### src/rtl/gshare_bht.sv
// gshare predictor: PC XOR speculative global history indexes a table of saturating counters.
// Prediction is combinational; updates land next cycle; mispredicts restore history from the checkpoint.
module gshare_bht #(
    parameter int INDEX_BITS = 8,
    parameter int CTR_BITS   = 2,
    parameter int GHR_LEN    = 8,
    parameter int PC_LSB     = 2
) (
    input  logic                  clk,
    input  logic                  rst_i,
    input  logic                  pred_valid_i,
    input  logic [31:0]           pred_pc_i,
    output logic                  pred_taken_o,
    output logic [INDEX_BITS-1:0] pred_idx_o,
    output logic [GHR_LEN-1:0]    pred_ghr_o,
    input  logic                  upd_valid_i,
    input  logic [INDEX_BITS-1:0] upd_idx_i,
    input  logic [GHR_LEN-1:0]    upd_ghr_i,
    input  logic                  upd_taken_i,
    input  logic                  upd_pred_i,
    output logic                  ready_o,
    output logic                  miss_predict_o,
    output logic [15:0]           miss_cnt_o
);
    localparam int DEPTH = 1 << INDEX_BITS;
    localparam logic [CTR_BITS-1:0] CTR_MAX  = '1;
    localparam logic [CTR_BITS-1:0] CTR_WEAK = {1'b0, {(CTR_BITS-1){1'b1}}};
    localparam logic [0:0] ST_INIT = 1'b0;
    localparam logic [0:0] ST_RUN  = 1'b1;

    logic [0:0]            state;
    logic [INDEX_BITS-1:0] ptr;
    logic [GHR_LEN-1:0]    ghr;
    logic [CTR_BITS-1:0]   ctr [DEPTH];
    logic [15:0]           miss_cnt;
    logic [CTR_BITS-1:0]   ctr_cur;
    logic [CTR_BITS-1:0]   ctr_next;
    logic [GHR_LEN-1:0]    ghr_spec;
    logic [GHR_LEN-1:0]    ghr_fix;
    logic                  run;
    logic                  miss;
    logic                  unused_bits;

    assign run  = (state == ST_RUN);
    assign miss = run & upd_valid_i & (upd_taken_i != upd_pred_i);

    assign pred_idx_o   = pred_pc_i[PC_LSB +: INDEX_BITS] ^ INDEX_BITS'(ghr);
    assign pred_taken_o = run & ctr[pred_idx_o][CTR_BITS-1];
    assign pred_ghr_o   = ghr;
    assign ready_o      = run;
    assign miss_cnt_o   = miss_cnt;
    assign unused_bits  = ^{pred_pc_i, upd_ghr_i};

    generate
        if (GHR_LEN == 1) begin : g_ghr1
            assign ghr_spec = pred_taken_o;
            assign ghr_fix  = upd_taken_i;
        end else begin : g_ghrn
            assign ghr_spec = {ghr[GHR_LEN-2:0], pred_taken_o};
            assign ghr_fix  = {upd_ghr_i[GHR_LEN-2:0], upd_taken_i};
        end
    endgenerate

    always_comb begin
        ctr_cur  = ctr[upd_idx_i];
        ctr_next = ctr_cur;
        if (upd_taken_i) begin
            if (ctr_cur != CTR_MAX) ctr_next = ctr_cur + 1'b1;
        end else if (ctr_cur != '0) begin
            ctr_next = ctr_cur - 1'b1;
        end
    end

    // Single write port: the init sweep owns it until the table is ready.
    always_ff @(posedge clk) begin
        if (!rst_i) begin
            if (!run) begin
                ctr[ptr] <= CTR_WEAK;
            end else if (upd_valid_i) begin
                ctr[upd_idx_i] <= ctr_next;
            end
        end
    end

    always_ff @(posedge clk) begin
        if (rst_i) begin
            state          <= ST_INIT;
            ptr            <= '0;
            ghr            <= '0;
            miss_predict_o <= 1'b0;
            miss_cnt       <= '0;
        end else if (!run) begin
            ptr            <= ptr + 1'b1;
            miss_predict_o <= 1'b0;
            if (ptr == '1) state <= ST_RUN;
        end else begin
            miss_predict_o <= miss;
            // A resolved mispredict wins over a same-cycle speculative shift.
            if (miss) begin
                ghr <= ghr_fix;
                if (miss_cnt != 16'hFFFF) miss_cnt <= miss_cnt + 16'd1;
            end else if (pred_valid_i) begin
                ghr <= ghr_spec;
            end
        end
    end
endmodule

### config.mk
export PLATFORM = sky130hd
export DESIGN_NAME = gshare_bht
export DESIGN_NICKNAME = d
export VERILOG_FILES = /design/src/rtl/gshare_bht.sv
export SDC_FILE = /design/constraint.sdc
export NUM_CORES = 1
export LEC_CHECK = 0
export ABC_AREA = 0
export CAP_MARGIN = 20
export CORE_MARGIN = 2
export CORE_UTILIZATION = 55
export DETAILED_ROUTE_END_ITERATION = 10
export PLACE_DENSITY = 0.83
export SETUP_SLACK_MARGIN = 0.5
export SYNTH_ARGS = -nofsm -noshare
export SYNTH_HDL_FRONTEND = slang
export SYNTH_SLANG_ARGS = --single-unit
### constraint.sdc
create_clock -name clk -period 11.5 [get_ports clk]
set_input_delay 2.3 -clock clk [delete_from_list [all_inputs] [get_ports clk]]
set_output_delay 2.3 -clock clk [all_outputs]
set_load 0.01 [all_outputs]
==> results.ini <==
[synth]
ys_types=69
synthCells=1623
synth-seq-area-share=0.642
syn_area_um2=25000
synth_top_area_cell=edfxtp_1
synth_ff_type=edfxtp_1
syn_area_per_cell_um2=15.4
synth_fp_nets=1679
ys_warn_count=0
synthTopCellsByArea=edfxtp_1, mux4_2, nor2_1
synth_top_area_share=0.614
ys_ff_latch=546
synth_edf_count=512
async_reset_ff_frac=0

[critical_path]
worst-r2r-setup-slack_ns=7.28
startpoint_type=input pin
worstSetupEndpointType=primary output
reg2reg_to=ctr[180][1]$_DFFE_PP_
cp_top_family=buffers and inverters
reg2reg_from=ctr[126][0]$_DFFE_PP_
critPathKind=in -> out
cpPeakStageDelay_ns=0.69
arrival_ns=6.46
r2r_cells=9
crit_chain=clkdlybuf4s50_1, xor2_4, buf_4, mux4_2, a22o_1, a221oi_1, o22ai_1, o221ai_1, o31a_1, nor2b_1, clkdlybuf4s50_1
worst-endpoint-required_ns=9.20
cp_num_cells=11
crit_buf_inv=3
path_max_fanout=30
worst_path_max_delay_cell=xor2_4
cp-endpoint=pred_taken_o
setup.worst_path.start=pred_pc_i[3]
crit_path_frequent_cell=clkdlybuf4s50_1

[min_path]
min-delay-start=miss_cnt_o[11]$_SDFFE_PP0P_
holdPathStages=2
hold_class=reg -> reg

[grt]
antenna_found_initial=1
grt_pass1_wl_mm=98.4
grt_start_max_net_pins=117
grt_use_total=0.283
grt-ovfl-total=0
grt_pass1_vias=16199

[floorplan]
fp.dieArea_um2=47200
fp-row-count=78
ioPinCount=89
die_width_um=217
start_util=0.554
die_height_um=217
coreArea_um2=45200

[cts]
cts_sinks=546
hold_buffers=0
clock_latency_ns=0.62
cts_root_buffer=clkbuf_16
cts_tree=yes
postCtsSetupBuffers=0
cts_max_level=2
cts_buffer_depth=3
cts_inserted_buffers=54
cts_resized=0
cts.reportedPaths.clkPinSlew_ns=0.06

[placed_design]
dpl-instance-area_um2=26100
portBuffers=63
hpwlAfterDp_mm=40.8
gp_congestion=0.899
dp.cells=2203

[drt]
post-route-drc-count=0
drtIter0Drc=2714
postRouteWirelength_mm=66.1
viasPerCell=6.95
dr.pass1.iters=6
antenna_left=0
wire_per_inst_um=28.7
dr_total_vias=16004

[run_status]
outcome=finished clean

[timing]
skew_ns=0.0308
max_freq_mhz=114
min_period_over_period=0.762
hold_slack_ns=0.523
drv_slew=0
setup_viol=0
tns_ns=0
period_minus_slack_ns=8.76
slew_headroom=0.187
worst_pin_slew_ns=1.22
rsz0062_at_grt=false
hold_viol_final=0

[power_and_ir_drop]
peakVddDrop_uv=121
p_leak_nw=9.68
power.density_nw_per_um2=144
total_power_mw=4.02

[final_layout]
final_common_cell=edfxtp_1
diodes=0
area_growth_pct=11.0
final_cells=2302
fillCellCount=3081
final_nets=1719
drive_above_1_share=0.166
layout_common_cells=edfxtp_1, nor2_1, mux4_2
finalInstanceArea_um2=27800

[flow_run]
maxCapViolations=0

==> worst min path at each step <==
stage,endpoint,slack (ns)
floorplan,miss_cnt_o[11]$_SDFFE_PP0P_,0.51
global placement,miss_cnt_o[11]$_SDFFE_PP0P_,0.49
detailed placement,miss_cnt_o[11]$_SDFFE_PP0P_,0.50
CTS,miss_cnt_o[11]$_SDFFE_PP0P_,0.51
global route,miss_cnt_o[11]$_SDFFE_PP0P_,0.54
finish,miss_cnt_o[11]$_SDFFE_PP0P_,0.52
==> through the flow <==
step	worst slack (ns)	util
after floorplan	2.84	-
after global placement	2.91	0.576
after detailed placement	2.86	0.577
after CTS	2.78	0.613
after global routing	2.68	0.615
final	2.74	0.615
==> Yosys cell counts (7+ instances only) <==
master    number
nor2_1       309
nor3_1        16
mux4_2       153
nand3_1       36
a22oi_1       31
dfxtp_1       34
nand4_1       14
buf_6          9
o221ai_1      13
nor2b_1        8
a21oi_1       34
nor4_1         8
mux2_2        11
mux2i_1       45
buf_2         18
o21ai_0        9
nand2_1       97
edfxtp_1     512
clkbuf_1      65
xor2_1        20
nand3b_1      13
a31oi_1        7
o22ai_1       13
mux4_1        21
xnor2_1        8
inv_1         11
==> cells by family after synthesis <==
kind of cell	synth area share
flops	0.642
buf+inv	0.0272
mux	0.183
fa+ha+maj	0.00145
xor+xnor	0.00980
simple gates	0.0880
compound gates	0.0493
==> registers in the layout, summed over array words and instances (netlist names) <==
| register | flops |
|---|---|
| ptr | 8 |
| ready_o | 1 |
| ctr | 512 |
| miss_cnt_o | 16 |
| miss_predict_o | 1 |
| pred_ghr_o | 8 |
==> final cells by class <==
type,count,area (um2),share of cell area
timing repair buffer,96,962,0.0346
sequential,546,16100,0.578
inverter,13,48.8,0.00176
tap,600,751,0.0270
clock buffer,72,1480,0.0533
clock inverter,23,150,0.00540
multi-input combinational,952,8340,0.300
==> power breakdown <==
group | leakage [nW] | switching [mW] | total (mW) | internal, mW
sequential | 5.95 | 0.00196 | 2.14 | 2.14
combinational | 2.93 | 0.134 | 0.211 | 0.0770
clock | 0.793 | 0.740 | 1.66 | 0.921
total | 9.68 | 0.876 | 4.02 | 3.14
==> tightest hold or removal path, delay by kind of cell (launching register included) <==
kind,cells,cell delay [ns]
AO/OA/AOI/OAI,2,0.14
flip-flops,1,0.34
==> metal layers <==
metal / wire length, um / track usage / vias to the layer above
met1: 22400 / 0.358 / 7882
met2: 31100 / 0.446 / 1330
met4: 3810 / 0.153 / 2
met5: 13 / 0 / -
met3: 8850 / 0.0825 / 300
li1: - / - / 6490
Power figures use the tool's default switching activity.
